==> config.mk <==
export PLATFORM = sky130hd
export DESIGN_NAME = ntt_coeff_ingest
export DESIGN_NICKNAME = d
export VERILOG_FILES = /design/src/rtl/ntt_ingest_pkg.sv /design/src/rtl/coeff_fifo.sv /design/src/rtl/ntt_coeff_ingest.sv
export SDC_FILE = /design/constraint.sdc
export NUM_CORES = 1
export LEC_CHECK = 0
export BUFFER_PORTS_ARGS = -buffer_cell sky130_fd_sc_hd__buf_2
export CAP_MARGIN = 15
export CORE_MARGIN = 2
export CORE_UTILIZATION = 45
export CTS_BUF_LIST = sky130_fd_sc_hd__clkbuf_4 sky130_fd_sc_hd__clkbuf_8
export CTS_CLUSTER_SIZE = 40
export DETAILED_ROUTE_END_ITERATION = 8
export GPL_ROUTABILITY_DRIVEN = 0
export GPL_TIMING_DRIVEN = 0
export MAX_ROUTING_LAYER = met4
export PLACE_DENSITY = 0.66
export SYNTH_ARGS = -nofsm -noshare
export SYNTH_HDL_FRONTEND = slang
export SYNTH_SLANG_ARGS = --single-unit
==> constraint.sdc <==
create_clock -name clk -period 3.8 [get_ports clk]
set_input_delay 0.76 -clock clk [delete_from_list [all_inputs] [get_ports clk]]
set_output_delay 0.76 -clock clk [all_outputs]
set_load 0.1 [all_outputs]
==> src/rtl/ntt_ingest_pkg.sv <==
// Shared types and widths for the NTT coefficient ingest front end.
// Widths normally come from the project defines; the fallbacks keep the package self-contained.
`ifndef DATA_SIZE_ARB
`define DATA_SIZE_ARB 16
`endif
`ifndef RING_SIZE
`define RING_SIZE 8
`endif

package ntt_ingest_pkg;

    localparam int DATA_W = `DATA_SIZE_ARB;
    localparam int RING_N = `RING_SIZE;
    localparam int CNT_W  = $clog2(RING_N) + 1;
    localparam logic [CNT_W-1:0] RING_CNT = CNT_W'(RING_N);

    typedef enum logic [2:0] {
        S_IDLE,
        S_CLEAR,
        S_LOAD,
        S_DRAIN,
        S_START,
        S_WAIT_CORE
    } ingest_state_t;

endpackage

==> src/rtl/coeff_fifo.sv <==
// Small synchronous FIFO for reduced coefficients; combinational read of the head entry.
module coeff_fifo #(
    parameter int WIDTH      = 16,
    parameter int FIFO_DEPTH = 4
) (
    input  logic             clk,
    input  logic             reset,
    input  logic             wr_en,
    input  logic [WIDTH-1:0] wr_data,
    input  logic             rd_en,
    output logic [WIDTH-1:0] rd_data,
    output logic             full,
    output logic             empty
);

    localparam int AW = $clog2(FIFO_DEPTH);

    logic [WIDTH-1:0] mem [FIFO_DEPTH];
    logic [AW:0]      wr_ptr_q, wr_ptr_d;
    logic [AW:0]      rd_ptr_q, rd_ptr_d;
    logic             do_wr, do_rd;

    // Pointers carry one wrap bit so full and empty are distinguishable.
    assign empty   = (wr_ptr_q == rd_ptr_q);
    assign full    = (wr_ptr_q[AW] != rd_ptr_q[AW]) && (wr_ptr_q[AW-1:0] == rd_ptr_q[AW-1:0]);
    assign do_wr   = wr_en && !full;
    assign do_rd   = rd_en && !empty;
    assign rd_data = mem[rd_ptr_q[AW-1:0]];

    always_comb begin
        wr_ptr_d = wr_ptr_q;
        rd_ptr_d = rd_ptr_q;
        if (do_wr) wr_ptr_d = wr_ptr_q + (AW+1)'(1);
        if (do_rd) rd_ptr_d = rd_ptr_q + (AW+1)'(1);
    end

    always_ff @(posedge clk or posedge reset) begin
        if (reset) begin
            wr_ptr_q <= '0;
            rd_ptr_q <= '0;
        end else begin
            wr_ptr_q <= wr_ptr_d;
            rd_ptr_q <= rd_ptr_d;
        end
    end

    always_ff @(posedge clk) begin
        if (do_wr) mem[wr_ptr_q[AW-1:0]] <= wr_data;
    end

endmodule

==> src/rtl/ntt_coeff_ingest.sv <==
// Host-side ingest: reduces coefficients mod Q, buffers them, feeds the bit-reversal
// loader one per cycle and hands each full polynomial to the NTT core.
module ntt_coeff_ingest
    import ntt_ingest_pkg::*;
#(
    parameter int Q          = 12289,
    parameter int FIFO_DEPTH = 4
) (
    input  logic              clk,
    input  logic              reset,
    input  logic [DATA_W-1:0] s_data,
    input  logic              s_valid,
    output logic              s_ready,
    output logic              br_reset,
    output logic              br_valid,
    output logic [DATA_W-1:0] br_dout,
    input  logic              br_done,
    output logic              core_start,
    input  logic              core_busy,
    output logic              frame_err
);

    localparam logic [DATA_W-1:0] Q_W  = DATA_W'(Q);
    localparam logic [DATA_W:0]   Q2_X = (DATA_W+1)'(2 * Q);

    function automatic logic over_range(input logic [DATA_W-1:0] x);
        return {1'b0, x} >= Q2_X;
    endfunction

    // Inputs at or beyond 2Q cannot be reduced by one subtraction; they map to 0.
    function automatic logic [DATA_W-1:0] reduce_coeff(input logic [DATA_W-1:0] x);
        if (over_range(x))          return '0;
        if ({1'b0, x} >= {1'b0, Q_W}) return x - Q_W;
        return x;
    endfunction

    ingest_state_t     state_q, state_d;
    logic              alive_q, alive_d;
    logic [CNT_W-1:0]  acc_cnt_q, acc_cnt_d;
    logic [CNT_W-1:0]  emit_cnt_q, emit_cnt_d;
    logic              range_err_q, range_err_d;
    logic              br_reset_q, br_reset_d;
    logic              br_valid_q, br_valid_d;
    logic [DATA_W-1:0] br_dout_q, br_dout_d;
    logic              core_start_q, core_start_d;
    logic              frame_err_q, frame_err_d;

    logic              fifo_full, fifo_empty;
    logic              push, pop;
    logic [DATA_W-1:0] fifo_wdata, fifo_rdata;

    // alive_q keeps s_ready low while reset is held without a path from the reset pin.
    assign s_ready    = alive_q && !fifo_full && (acc_cnt_q != RING_CNT);
    assign push       = s_valid && s_ready;
    assign fifo_wdata = reduce_coeff(s_data);
    // Popping already in CLEAR lets the first coefficient follow the loader reset directly.
    assign pop        = ((state_q == S_CLEAR) || (state_q == S_LOAD)) &&
                        !fifo_empty && (emit_cnt_q != RING_CNT);

    coeff_fifo #(
        .WIDTH      (DATA_W),
        .FIFO_DEPTH (FIFO_DEPTH)
    ) u_fifo (
        .clk     (clk),
        .reset   (reset),
        .wr_en   (push),
        .wr_data (fifo_wdata),
        .rd_en   (pop),
        .rd_data (fifo_rdata),
        .full    (fifo_full),
        .empty   (fifo_empty)
    );

    always_comb begin
        state_d      = state_q;
        alive_d      = 1'b1;
        acc_cnt_d    = acc_cnt_q + CNT_W'(push);
        emit_cnt_d   = emit_cnt_q + CNT_W'(pop);
        range_err_d  = range_err_q | (push && over_range(s_data));
        br_reset_d   = 1'b0;
        br_valid_d   = pop;
        br_dout_d    = pop ? fifo_rdata : br_dout_q;
        core_start_d = 1'b0;
        frame_err_d  = frame_err_q;

        case (state_q)
            S_IDLE: begin
                if (!fifo_empty && !core_busy) begin
                    state_d    = S_CLEAR;
                    br_reset_d = 1'b1;
                    emit_cnt_d = '0;
                end
            end
            S_CLEAR: state_d = S_LOAD;
            S_LOAD: begin
                if (emit_cnt_d == RING_CNT) state_d = S_DRAIN;
            end
            S_DRAIN: begin
                if (br_done) begin
                    state_d      = S_START;
                    core_start_d = 1'b1;
                    frame_err_d  = range_err_q;
                end
            end
            S_START: state_d = S_WAIT_CORE;
            S_WAIT_CORE: begin
                if (!core_busy) begin
                    state_d     = S_IDLE;
                    acc_cnt_d   = '0;
                    emit_cnt_d  = '0;
                    range_err_d = 1'b0;
                end
            end
            default: state_d = S_IDLE;
        endcase
    end

    always_ff @(posedge clk or posedge reset) begin
        if (reset) begin
            state_q      <= S_IDLE;
            alive_q      <= 1'b0;
            acc_cnt_q    <= '0;
            emit_cnt_q   <= '0;
            range_err_q  <= 1'b0;
            br_reset_q   <= 1'b0;
            br_valid_q   <= 1'b0;
            br_dout_q    <= '0;
            core_start_q <= 1'b0;
            frame_err_q  <= 1'b0;
        end else begin
            state_q      <= state_d;
            alive_q      <= alive_d;
            acc_cnt_q    <= acc_cnt_d;
            emit_cnt_q   <= emit_cnt_d;
            range_err_q  <= range_err_d;
            br_reset_q   <= br_reset_d;
            br_valid_q   <= br_valid_d;
            br_dout_q    <= br_dout_d;
            core_start_q <= core_start_d;
            frame_err_q  <= frame_err_d;
        end
    end

    assign br_reset   = br_reset_q;
    assign br_valid   = br_valid_q;
    assign br_dout    = br_dout_q;
    assign core_start = core_start_q;
    assign frame_err  = frame_err_q;

endmodule
==> summary.txt, run 1 <==
Status
  – Status: finished clean

Yosys
  – XOR/XNOR share of the synthesized area: 3.32%
  – Synth Area in Adders: 3.16%
  – Multiplexer share of the synthesized area: 12.9%
  – Synth Area in Compound Gates: 6.32%
  – Top cell type's share of synthesized area: 40.4%
  – Yosys Warn Count: 0
  – Synthesized area: 0.00475 mm2
  – Post-synth EDFFs: 64
  – Area leader, netlist: edfxtp_1
  – Avg Inst Size Synth: 15.1 um2
  – Post-synth top flop: edfxtp_1
  – Sequential fraction of the synthesis area: 61.0%
  – Flops & latches, synth: 103
  – Syn nets: 348
  – Simple-Gate Fraction of Synth Area: 10.2%
  – Main combinational cell family by area after synthesis: multiplexers
  – Gate count after technology mapping: 315
  – Yosys cell types: 57
  – Leading post-synthesis cells by cell area: edfxtp_1, dfrtp_1, mux4_2
  – Async set-reset flop share out of synthesis: 37.9%

Finish
  – Share of layout cells above drive strength 1: 27.4%
  – Fin nets: 397
  – Fill count: 881
  – Fin area: 0.00530 mm2
  – Antenna diodes: 0
  – Most common library cell in the layout ignoring fill and taps: edfxtp_1
  – Leading cell types in the layout, fill and taps excluded: edfxtp_1, buf_2, dfrtp_1
  – Area grow syn2layout: 11.5%
  – Area of the multi-input gates: 0.00171 mm2
  – FF/Latch Area: 0.00290 mm2

Floorplanning
  – Initial Utilization: 46.3%
  – Rows: 37
  – Chip Height: 107 um
  – Boundary pin count: 42
  – Core area: 0.0103 mm2
  – Die X-Extent: 107 um
  – Die ar.: 0.0114 mm2

Setup path
  – Crit-path slowest cell: or4b_2
  – CP max stage delay: 0.67 ns
  – Setup CP Type: register to output pin
  – Crit path cell chain: or4b_2, o311a_1, buf_2
  – R2R setup slack: 1.23 ns
  – Worst EP arrival: 1.98 ns
  – Required @ worst endpoint: 3.04 ns
  – Worst setup SP type: register
  – Worst setup EP type: output pin
  – CP max FO: 7

Timing
  – Fin crit share: 72.2%
  – Hold Fails Final Rpt: 0
  – RSZ-0062 raised after global routing: no
  – Least-Margin Pin Slew: 0.998 ns
  – Slew Limit Fails: 0
  – Achievable clock frequency: 0.364 GHz
  – Sum of negative setup slack: 0 ns
  – Setup-failing EPs final: 0
  – Slew headroom: 33.0%
  – Hold slack: 0.496 ns
  – Worst Skew: 0.0131 ns
  – Crit path time final: 2.74 ns
  – Setup WS post-layout: 1.06 ns

Power and ir drop
  – PwrDens: 867 mW/mm2
  – Total power: 4.60 mW
  – P_leak: 2.01 nW
  – Peak VDD IR: 0.472 mV

Global routing
  – Vias in the first global route: 2637
  – Largest net degree at the start of global routing: 40
  – GR Overflow Total: 0
  – Initial antenna violation count: 0
  – All-layer global routing usage: 16.1%
  – Wire length of the first global-routing pass: 13600 um

Detailed routing
  – Detailed Route WL: 8500 um
  – DR vias: 2771
  – DRT Pass-1 Iters: 4
  – Final ANT Viol Nets: 0
  – Wire per inst: 16.8 um
  – DRC violations left: 0
  – Drt initial violations: 176
  – Via density: 5.49

CTS
  – H-tree levels: 3
  – TritonCTS clock tree: yes
  – CTS root buf: clkbuf_8
  – CTS Hold Bufs: 0
  – Clk buf depth: 2
  – Worst skew pair latency: 0.37 ns
  – TritonCTS Buffers: 9
  – Postcts setup bufs: 0
  – Clock transition at path regs: 0.11 ns
  – Post_cts resized: 0
  – Number of clock sinks: 103

Hold path
  – Worst min path class: register to register

Placement
  – Dpl hpwl: 5880 um
  – Post-DP Area: 0.00511 mm2
  – Buffers on Ports: 38
  – Worst slack, placed: 0.789 ns

Job
  – Number of max-cap violations: 0
-- path summary, 6_finish.rpt --
| kind | from | to | depth (start not counted) |
|---|---|---|---|
| worst max-delay path | acc_cnt_q[0] | s_ready | 3 |
| worst min-delay path | frame_err | frame_err | 2 |
| worst max register to register | u_fifo.rd_ptr_q[1] | state_q[0] | 13 |
| worst min register to register | frame_err | frame_err | 2 |
| max in group asynchronous | reset | emit_cnt_q[3] | 2 |
| min in group asynchronous | reset | br_dout[12] | 2 |
-- worst max-delay path: cells and delay by family (launching register included) --
kind | cells | cell delay, ns
AND/OR/NAND/NOR | 1 | 0.67
flip-flops | 1 | 0.39
buffers and inverters | 1 | 0.33
AO/OA/AOI/OAI | 1 | 0.22
-- state kept, by name, indices dropped and copies added, names as in the netlist, 3 cells and up --
signal / cells
u_fifo.wr_ptr_q: 3
acc_cnt_q: 4
emit_cnt_q: 4
u_fifo.mem: 64
br_dout: 16
state_q: 3
u_fifo.rd_ptr_q: 3
-- through the flow --
stage                     util, %  instances
after CTS                    51.6        505
final                        51.6        505
after detailed placement     49.8        489
after global routing         51.6        505
after global placement       49.8        489
after floorplan                 -        315
-- synthesized netlist by cell type, drive strengths merged, types with 2 or more instances --
cell type and count:
a211oi 2, a21oi 13, a311oi 2, a31oi 3, and3 5, and4 2, buf 8, clkbuf 7
dfrtp 39, edfxtp 64, ha 12, inv 11, mux2 17, mux4 16, nand2 9, nand3 7
nand4 3, nor2 10, nor2b 5, nor3 9, nor3b 2, nor4 5, nor4b 2, o211ai 2
o21ai 9, o31ai 8, or3 8, or4 6, xnor2 7, xor2 8
-- routing by layer --
layer | part of all wire, % | track usage (%) | vias to the layer above
met5 | 0 | - | -
met4 | 1.3 | 5.01 | 0
met3 | 4.1 | 2.74 | 10
met2 | 47 | 25.3 | 60
met1 | 48 | 21.7 | 1383
li1 | - | - | 1318
-- logic make-up after synthesis --
kind of cell    count (synthesis)
fa+ha+maj                      12
buf+inv                        26
mux                            34
flops                         103
xor+xnor                       15
other cells                     1
compound gates                 46
simple gates                   78
-- cell type report --
class | instances | share of cell area, %
repair buffers | 38 | 3.59
well taps | 136 | 3.21
flip-flops and latches | 103 | 54.7
inverters | 11 | 0.779
plain buffers | 15 | 1.98
clock inverters | 7 | 1.20
clock buffers | 9 | 2.34
multi-input cells | 186 | 32.2
-- power by group --
group          switching, mW  leakage [nW]  internal (mW)  total, mW
clock                  0.398        0.0903          0.253      0.651
combinational           1.48         0.862          0.829       2.31
sequential             0.140          1.06           1.49       1.63
total                   2.02          2.01           2.58       4.60
(Power assumes the default switching activity.)
==> run 2: changes to the inputs <==
- PLACE_DENSITY: 0.66 -> 0.68
- clock period: 3.8 -> 2.3 ns (I/O delays scaled with it)
==> run 2 against run 1 <==
Sequential power is 67% higher; global-route usage rose by 0.64 points; sequential share of layout area down 2.2 points; register-to-register slack got worse by 1.2 ns; hold slack worse by 0.24 ns; largest power group unchanged; combinational power is 88% higher; clock power is 63% higher; first-iteration DRC count grew 6.3%; power grew 77%; clock skew down 0.0064 ns.
==> summary.txt, run 2 (synthesized netlist as in run 1, its figures left out) <==
Status
  – Status: finished clean

Global routing
  – Wire length of the first global-routing pass: 14200 um (+4.5%)
  – GR Overflow Total: 0 (unchanged)
  – Initial antenna violation count: 0 (unchanged)
  – Vias in the first global route: 2826 (+7.2%)
  – All-layer global routing usage: 16.7% (+0.64 points)
  – Largest net degree at the start of global routing: 40 (unchanged)

Detailed routing
  – Final ANT Viol Nets: 0 (unchanged)
  – DRC violations left: 0 (unchanged)
  – DRT Pass-1 Iters: 4 (unchanged)
  – Via density: 5.51 (+0.46%)
  – Detailed Route WL: 8630 um (+1.6%)
  – DR vias: 2850 (+2.9%)
  – Wire per inst: 16.7 um (-0.79%)
  – Drt initial violations: 187 (+6.3%)

CTS
  – Clock transition at path regs: 0.10 ns (about the same)
  – CTS root buf: clkbuf_8
  – TritonCTS Buffers: 9 (unchanged)
  – Clk buf depth: 2 (unchanged)
  – Number of clock sinks: 103 (unchanged)
  – H-tree levels: 3 (unchanged)
  – Worst skew pair latency: 0.36 ns (about the same)
  – TritonCTS clock tree: yes

Setup path
  – Reg2Reg Depth: 8 (-5)
  – CP max FO: 7 (unchanged)
  – Worst setup EP type: output pin
  – Worst setup SP type: register
  – Crit path buffers/inverters: 3 (+2)
  – Crit-path slowest cell: dfrtp_1
  – Crit path depth: 5 (+2)
  – CP max stage delay: 0.41 ns (-0.26 ns)
  – Worst EP arrival: 1.81 ns (-0.17 ns)
  – Setup CP Type: register to output pin
  – Required @ worst endpoint: 1.84 ns (-1.20 ns)
  – CP delay by family, top: buffers and inverters
  – Crit path cell chain: buf_6, xor2_4, buf_4, o311a_4, buf_12

Finish
  – Antenna diodes: 0 (unchanged)
  – Fill count: 865 (-1.8%)
  – Share of layout cells above drive strength 1: 34.1% (+6.7 points)
  – Max reg flops: 64 (unchanged)
  – Leading cell types in the layout, fill and taps excluded: edfxtp_1, buf_2, dfrtp_1
  – Area grow syn2layout: 16.3%
  – Fin nets: 409 (+3.0%)
  – Most common library cell in the layout ignoring fill and taps: edfxtp_1

Hold path
  – Worst min path class: primary input to asynchronous set/reset pin

Timing
  – Worst Skew: 0.00676 ns (-0.00636 ns)
  – Slew Limit Fails: 0 (unchanged)
  – Sum of negative setup slack: 0 ns (unchanged)
  – Least-Margin Pin Slew: 0.852 ns (-0.145 ns)
  – Hold Fails Final Rpt: 0 (unchanged)
  – Crit path time final: 2.27 ns
  – Setup WS post-layout: 0.0282 ns (-1.03 ns)
  – Setup-failing EPs final: 0 (unchanged)
  – Achievable clock frequency: 0.440 GHz
  – RSZ-0062 raised after global routing: yes
  – Fin crit share: 98.8%
  – Slew headroom: 43.2% (+10 points)

Power and ir drop
  – P_leak: 2.09 nW (+4.1%)
  – P_int: 4.62 mW (+79%)
  – Clock Power Share: 13.1% (-1.1 points)
  – Switching Share: 43.2% (-0.75 points)
  – Total power: 8.13 mW (+77%)
  – PwrDens: 1470 mW/mm2 (+70%)
  – P_sw: 3.52 mW (+74%)
  – Comb power frac: 53.3% (+3.0 points)
  – Sequential Power Share: 33.6% (-1.9 points)
  – Peak VDD IR: 0.895 mV (+89%)

Floorplanning
  – Boundary pin count: 42 (unchanged)
  – Initial Utilization: 46.3% (unchanged)
  – Rows: 37 (unchanged)
  – Chip Height: 107 um (unchanged)
  – Die ar.: 0.0114 mm2 (unchanged)
  – Core area: 0.0103 mm2 (unchanged)
  – Die X-Extent: 107 um (unchanged)

Placement
  – Buffers on Ports: 38 (unchanged)
  – Worst slack, placed: -0.322 ns (-1.11 ns)
  – Dpl hpwl: 5780 um (-1.6%)

Job
  – Number of max-cap violations: 0 (unchanged)
[run 2: changes by cell type in the layout (fill, tap and decap cells not counted), sizes merged]
cell	previous run	this run
clkinv	1	3
clkinvlp	2	1
clkbuf	16	17
inv	15	13
buf	46	58
[run 2: power by group through the flow]
stage               clock network (mW)  logic, mW  registers, mW
CTS                               1.09       4.16           2.73
detailed placement                   0       3.93           2.75
finish                            1.06       4.34           2.73
global placement                     0       3.88           2.73
global route                      1.15       4.60           2.79
floorplan                            0       2.06           3.96
[run 2: layout make-up]
type,instances,area [um2],share of cell area [%]
clock inverter,6,53.8,0.973
buffer,14,101,1.83
sequential,103,2900,52.4
clock buffer,10,131,2.38
inverter,11,53.8,0.973
tap,136,170,3.08
multi-input combinational,186,1820,32.9
timing repair buffer,51,303,5.48
[run 2: final timing paths]
kind                                          from  slack [ns]           end
worst min-delay path                         reset        0.26   br_dout[15]
worst max-delay path            u_fifo.rd_ptr_q[1]        0.03       s_ready
worst min register to register           frame_err        0.49     frame_err
max in group asynchronous                    reset        1.47    state_q[1]
worst max register to register  u_fifo.rd_ptr_q[1]        0.07  acc_cnt_q[1]
min in group clk                           br_done        0.31    state_q[1]
[run 2: stage by stage]
stage / utilization (%) / cell area (um2) / hold WS [ns] / std cells
after CTS: 53.0 / 5450 / 0.294 / 512
after detailed placement: 50.0 / 5140 / 0.477 / 489
after global routing: 53.8 / 5530 / 0.300 / 517
after floorplan: - / 4780 / 0.474 / 315
final: 53.8 / 5530 / 0.255 / 517
after global placement: 50.0 / 5140 / 0.461 / 489
[run 2: routing by layer]
metal  global-route usage (%)  up-vias  share of wire (%)
li1                         -     1348                  -
met1                     22.0     1427                 45
met2                     27.0       63                 50
met3                     2.25       12                3.9
met4                     5.84        0                1.7
met5                        -        -                  0
[run 2: repair_timing]
item	in CTS	in global routing
resized for setup	15	15
setup buffers	8	5
pin swaps	3	4
hold buffers	0	0
setup endpoints to repair	4	56
[run 2: worst register-to-register path, cell delays in order, from the launching register on]
cell and delay, ns:
dfrtp_1 0.41, buf_6 0.14, xor2_4 0.18, buf_4 0.15
o311a_4 0.39, and2_2 0.24, ha_1 0.20, ha_1 0.26
nor2b_1 0.12
